`src/rtl/frame_seq_pkg.sv`:
```
// Shared definitions for the frame sequencer: bus widths, state encodings and
// a counter-sizing helper.
package frame_seq_pkg;

  localparam int SRAM_ADDR_LEN = 15;
  localparam int REG_WORD_LEN  = 16;
  localparam int FRAME_CNT_W   = 16;

  typedef enum logic [2:0] {
    FSEQ_IDLE  = 3'd0,
    FSEQ_FILL  = 3'd1,
    FSEQ_START = 3'd2,
    FSEQ_RUN   = 3'd3,
    FSEQ_DONE  = 3'd4
  } fseq_state_e;

  // Bits needed to hold every value in 0..max_val.
  function automatic int cnt_width(input int max_val);
    return (max_val < 2) ? 1 : $clog2(max_val + 1);
  endfunction

endpackage

```
`src/rtl/frame_seq_wdog.sv`:
```
// RUN-state watchdog: counts consecutive RUN cycles and flags the MAX_RUN-th
// one. Only instantiated when FRAME_SEQ_TIMEOUT_EN is defined.
module frame_seq_wdog
  import frame_seq_pkg::*;
#(
  parameter int MAX_RUN = 65535
) (
  input  logic clk,
  input  logic rst,
  input  logic run,
  output logic expired
);

  localparam int CW = cnt_width(MAX_RUN);
  localparam logic [CW-1:0] LIMIT = CW'(MAX_RUN - 1);

  logic [CW-1:0] count;

  // Any cycle outside RUN clears the count, so every RUN entry starts from 0.
  always_ff @(posedge clk or negedge rst) begin
    if (!rst) begin
      count <= '0;
    end else if (!run) begin
      count <= '0;
    end else if (!expired) begin
      count <= count + 1'b1;
    end
  end

  assign expired = run && (count == LIMIT);

endmodule

```
`src/rtl/frame_seq.sv`:
```
// Frame sequencer: loads one frame into bank I, then runs the DSP until it
// reports completion. Optional RUN watchdog under FRAME_SEQ_TIMEOUT_EN.
//
// Sample stream: a transfer happens on every rising edge where s_valid and
// s_ready are both high; s_ready depends only on the state register, and
// s_valid may drop without a transfer.
module frame_seq
  import frame_seq_pkg::*;
#(
  parameter int FRAME_LEN = 1024,
  parameter int ADDR_W    = SRAM_ADDR_LEN,
  parameter int DATA_W    = REG_WORD_LEN,
  parameter int MAX_RUN   = 65535
) (
  input  logic                   clk,
  input  logic                   rst,
  input  logic                   enable,
  input  logic                   s_valid,
  input  logic [DATA_W-1:0]      s_data,
  output logic                   s_ready,
  output logic                   mem_write_en,
  output logic [ADDR_W-1:0]      mem_write_addr,
  output logic [DATA_W-1:0]      mem_write_data,
  output logic                   dsp_rst,
  input  logic                   dsp_done,
  output logic                   busy,
  output logic [FRAME_CNT_W-1:0] frame_cnt,
  output logic                   timeout,
  output fseq_state_e            fsm_state
);

  localparam logic [ADDR_W-1:0] LAST_IDX = ADDR_W'(FRAME_LEN - 1);

  if ((FRAME_LEN < 2) || (longint'(FRAME_LEN) > (longint'(1) << ADDR_W)) || (MAX_RUN < 1))
  begin : g_param_check
    $error("frame_seq: FRAME_LEN must be 2..2**ADDR_W and MAX_RUN at least 1");
  end

  fseq_state_e       state;
  fseq_state_e       state_next;
  logic [ADDR_W-1:0] index;
  logic              handshake;
  logic              frame_done;
  logic              wdog_expired;

  always_ff @(posedge clk or negedge rst) begin
    if (!rst) begin
      state <= FSEQ_IDLE;
    end else begin
      state <= state_next;
    end
  end

  // dsp_done has priority over the watchdog when both land in the same cycle.
  always_comb begin
    state_next = state;
    handshake  = 1'b0;
    frame_done = 1'b0;
    case (state)
      FSEQ_IDLE: begin
        if (enable) state_next = FSEQ_FILL;
      end
      FSEQ_FILL: begin
        if (s_valid) begin
          handshake = 1'b1;
          if (index == LAST_IDX) state_next = FSEQ_START;
        end
      end
      FSEQ_START: begin
        state_next = FSEQ_RUN;
      end
      FSEQ_RUN: begin
        if (dsp_done) begin
          state_next = FSEQ_DONE;
          frame_done = 1'b1;
        end else if (wdog_expired) begin
          state_next = FSEQ_DONE;
        end
      end
      FSEQ_DONE: begin
        state_next = enable ? FSEQ_FILL : FSEQ_IDLE;
      end
      default: begin
        state_next = FSEQ_IDLE;
      end
    endcase
  end

  assign s_ready   = (state == FSEQ_FILL);
  assign busy      = (state != FSEQ_IDLE);
  assign dsp_rst   = (state != FSEQ_RUN);
  assign fsm_state = state;

  // Index is parked at 0 outside FILL, so every FILL entry starts a new frame.
  always_ff @(posedge clk or negedge rst) begin
    if (!rst) begin
      index <= '0;
    end else if (state != FSEQ_FILL) begin
      index <= '0;
    end else if (handshake) begin
      index <= index + 1'b1;
    end
  end

  always_ff @(posedge clk or negedge rst) begin
    if (!rst) begin
      mem_write_en   <= 1'b0;
      mem_write_addr <= '0;
      mem_write_data <= '0;
    end else begin
      mem_write_en <= handshake;
      if (handshake) begin
        mem_write_addr <= index;
        mem_write_data <= s_data;
      end
    end
  end

  always_ff @(posedge clk or negedge rst) begin
    if (!rst) begin
      frame_cnt <= '0;
    end else if (frame_done) begin
      frame_cnt <= frame_cnt + 1'b1;
    end
  end

`ifdef FRAME_SEQ_TIMEOUT_EN
  frame_seq_wdog #(
    .MAX_RUN (MAX_RUN)
  ) u_wdog (
    .clk     (clk),
    .rst     (rst),
    .run     (state == FSEQ_RUN),
    .expired (wdog_expired)
  );

  always_ff @(posedge clk or negedge rst) begin
    if (!rst) begin
      timeout <= 1'b0;
    end else if ((state == FSEQ_RUN) && !dsp_done && wdog_expired) begin
      timeout <= 1'b1;
    end
  end
`else
  assign wdog_expired = 1'b0;
  assign timeout      = 1'b0;
`endif

endmodule

```
`config.mk`:
```
export PLATFORM = sky130hd
export DESIGN_NAME = frame_seq
export DESIGN_NICKNAME = d
export VERILOG_FILES = /design/src/rtl/frame_seq_pkg.sv /design/src/rtl/frame_seq_wdog.sv /design/src/rtl/frame_seq.sv
export SDC_FILE = /design/constraint.sdc
export NUM_CORES = 1
export LEC_CHECK = 0
export CORE_MARGIN = 2
export CORE_UTILIZATION = 35
export DETAILED_ROUTE_END_ITERATION = 7
export GPL_ROUTABILITY_DRIVEN = 0
export SLEW_MARGIN = 10
export SYNTH_ARGS = -nofsm -noshare
export SYNTH_HDL_FRONTEND = slang
export SYNTH_SLANG_ARGS = --single-unit
```
`constraint.sdc`:
```
create_clock -name clk -period 2.2 [get_ports clk]
set_input_delay 0.66 -clock clk [delete_from_list [all_inputs] [get_ports clk]]
set_output_delay 0.66 -clock clk [all_outputs]
set_load 0.03 [all_outputs]
```
==> flow_metrics.py <==
metrics = {
    "placement": {
        "io_buffer_count": 74,
        "dp_cells": 409,
        "dpl.hpwl_um": 4112,
        "place_area_mm2": 0.003797,
    },
    "pwr": {
        "seqPwrFrac_pct": 34.7,
        "intPower_uw": 3014,
        "p_sw_share_pct": 35.65,
        "p_switching_uw": 1670,
        "p_leak_uw": 0.001824,
        "peakVddDrop_v": 0.0006211,
        "power_density_mw_per_mm2": 1164,
        "combPwrFrac_pct": 41.2,
        "clockPowerShare_pct": 24.1,
    },
    "clock_tree": {
        "cts-root-buf": "clkbuf_8",
        "cts_hold_buf": 0,
        "cts_tree": "done",
        "htree_levels": 3,
        "cts_sinks": 66,
        "path_clk_slew_ns": 0.08,
        "cts-buffers-inserted": 9,
        "cts_buffer_depth": 2,
        "clk_latency_ns": 0.34,
    },
    "detailed_routing": {
        "firstDrtPassIters": 4,
        "antenna_left": 0,
        "via_count": 1998,
        "routed_via_density": 4.701,
        "dr.first_iter.drc_count": 68,
        "wl_per_cell_um": 13.52,
        "wl_um": 5745,
        "drc_errors": 0,
    },
    "global_routing": {
        "grt-ovfl-total": 0,
        "grt_max_degree": 67,
        "grt_pass1_wl_um": 9528,
        "grt_pass1_vias": 2034,
        "grt_usage_pct": 14.16,
        "antenna_found_initial": 0,
    },
    "setup_path": {
        "cp_slowest_cell": "clkdlybuf4s50_1",
        "end_kind": "output pin",
        "required_ns": 1.54,
        "crit_path_max_fanout": 5,
        "start_kind": "flop",
        "worstPathArrival_ns": 1.46,
        "crit_chain": "clkdlybuf4s50_1",
        "cp_slowest_stage_delay_ns": 0.70,
        "critPathTopFamily": "buffers and inverters",
        "critPathKind": "reg -> out",
        "crit_buf_inv": 1,
    },
    "die": {
        "ios": 76,
        "die_width_um": 93.97,
        "start_util_pct": 36.47,
        "core_area_mm2": 0.007767,
        "die_y_um": 93.97,
        "num_rows": 32,
        "fp.dieArea_mm2": 0.008829,
    },
    "sta": {
        "slew_viol_final": 0,
        "worst_clock_skew_ns": 0.007943,
        "timing.fmax_ghz": 0.4710,
        "finalHoldViolations": 0,
        "rsz0062_at_grt": "no",
        "post-route-min-period_ns": 2.123,
        "period_share_pct": 96.51,
        "finalSetupTns_ns": 0,
        "setup_violations": 0,
    },
    "synth": {
        "syn_area_mm2": 0.002833,
        "yosysUniqueCellTypes": 40,
        "synth_cells": 226,
        "syn_avg_cell_area_um2": 12.53,
        "synth-warning-count": 0,
        "synth_top_cell_by_area": "dfrtp_1",
        "ys_ff_latch": 66,
        "synth_seq_area_share_pct": 58.30,
        "synth.top_cell.area_share_pct": 58.30,
        "synth_area_leaders": "dfrtp_1 (58%), mux2_2 (12%), xnor2_1 (4.9%)",
        "syn-num-nets": 249,
    },
    "finish": {
        "final_cells": 425,
        "layout-drive-gt1-share_pct": 22.29,
        "antenna_cells": 0,
        "syn2layout_area_growth_pct": 42.05,
        "fin_util_pct": 51.80,
        "fin_area_mm2": 0.004024,
        "nFillCells": 711,
        "fin_nets": 341,
    },
    "outcome": {
        "status": "complete, no violations",
    },
    "hold_path": {
        "holdCritPathClass": "in -> async",
    },
    "job": {
        "drv_cap": 0,
    },
}
==> stage by stage <==
stage | setup slack, ns | total power (uW) | hold slack [ns]
final | 0.07670 | 4684 | 0.3237
after global routing | 0.0007302 | 4968 | 0.3421
after CTS | 0.0007543 | 4745 | 0.3292
after detailed placement | -0.03190 | 3618 | 0.4894
after global placement | 0.03502 | 3592 | 0.4757
after floorplan | 0.3819 | 2771 | 0.3644
==> timing repair <==
action                     in CTS  in global routing
setup buffers                   0                  0
setup endpoints to repair       5                  3
resized for setup               5                  3
==> cell type report <==
| cell class | instances | area [um2] | share of cell area (%) |
|---|---|---|---|
| Tap cell | 102 | 127.6 | 3.172 |
| Timing Repair Buffer | 89 | 883.3 | 21.95 |
| Inverter | 7 | 26.28 | 0.6530 |
| Clock inverter | 5 | 77.57 | 1.928 |
| Multi-Input combinational cell | 145 | 1116 | 27.74 |
| Clock buffer | 11 | 141.4 | 3.514 |
| Sequential cell | 66 | 1652 | 41.04 |
==> power by group through the flow <==
stage / Combinational [uW] / Clock, uW / Sequential (uW)
6_report: 1930 / 1130 / 1620
5_1_grt: 2070 / 1230 / 1670
3_3_place_gp: 1950 / 0 / 1640
3_5_place_dp: 1970 / 0 / 1650
2_1_floorplan: 681 / 0 / 2090
4_1_cts: 1950 / 1160 / 1630
==> registers in the layout (all words and copies together), names as in the netlist <==
name,count
frame_cnt,16
mem_write_data,16
index,15
mem_write_addr,15
fsm_state,3
mem_write_en,1
==> path summary, 6_finish.rpt <==
path,start,depth (start not counted),slack [ns],to
worst min register to register,frame_cnt[15],1,0.50,frame_cnt[15]
min in group clk,frame_cnt[15],1,0.50,frame_cnt[15]
worst max-delay path,frame_cnt[6],1,0.08,frame_cnt[6]
worst max register to register,index[0],5,0.42,fsm_state[0]
max in group asynchronous,rst,2,1.59,mem_write_data[6]
worst min-delay path,rst,2,0.32,mem_write_addr[3]
==> worst reg2reg max path: stages (launching register included) <==
cell     delay (ns)
dfrtp_1        0.41
ha_1           0.24
or4b_1         0.45
nor4_1         0.18
a21oi_1        0.15
or2_1          0.24
==> layout by cell type (no fill, tap or decap), drive strengths merged, types with 2 or more instances in the layout <==
master         instances
dfrtp                 66
clkdlybuf4s50         66
mux2                  31
buf                   17
xnor2                 16
nand2                 15
nor2                  14
clkbuf                11
xor2                  10
nand4                 10
nand3                  9
inv                    7
nor3                   6
dlygate4sd2            4
nor4                   4
a21oi                  3
and3                   2
a22oi                  2
mux2i                  2
or4                    2
ha                     2
bufinv                 2
clkinv                 2
dlymetal6s2s           2
or3                    2
or2                    2
and4                   2
==> kinds of logic after synthesis <==
logic type | count (synthesis) | synth area share [%]
and+or+nand+nor | 74 | 14.97
adders and majority gates | 2 | 0.8833
muxes | 33 | 13.03
buffers and inverters | 15 | 2.650
AOI/OAI and AO/OA | 9 | 1.987
xor gates and xnor gates | 26 | 8.039
other | 1 | 0.1324
DFF | 66 | 58.30
==> layer usage <==
metal	routed length, um	track usage (%)	share of wire, %	vias up
met5	0	0	0	-
met4	141	8.333	2.5	0
met3	378	3.451	6.6	10
met2	2452	20.83	43	62
met1	2772	18.92	48	954
li1	-	-	-	972
==> cells in the mapped netlist (all sizes together) <==
| cell | n |
|---|---|
| buf | 8 |
| mux2i | 2 |
| o22ai | 1 |
| o31ai | 1 |
| or4b | 1 |
| and4 | 2 |
| nor3 | 6 |
| xor2 | 10 |
| inv | 7 |
| a22oi | 2 |
| nand3 | 9 |
| xnor2 | 16 |
| a21oi | 3 |
| or2 | 2 |
| and2 | 1 |
| mux2 | 31 |
| o211ai | 1 |
| nand4b | 1 |
| or4 | 2 |
| nand2 | 15 |
| ha | 2 |
| nand4 | 10 |
| conb | 1 |
| dfrtp | 66 |
| and3 | 2 |
| o21ai | 1 |
| nor3b | 1 |
| nor4 | 4 |
| nor2b | 1 |
| or3 | 2 |
| nand3b | 1 |
| nor2 | 14 |
Note: power is estimated with default switching activity, not from simulation.
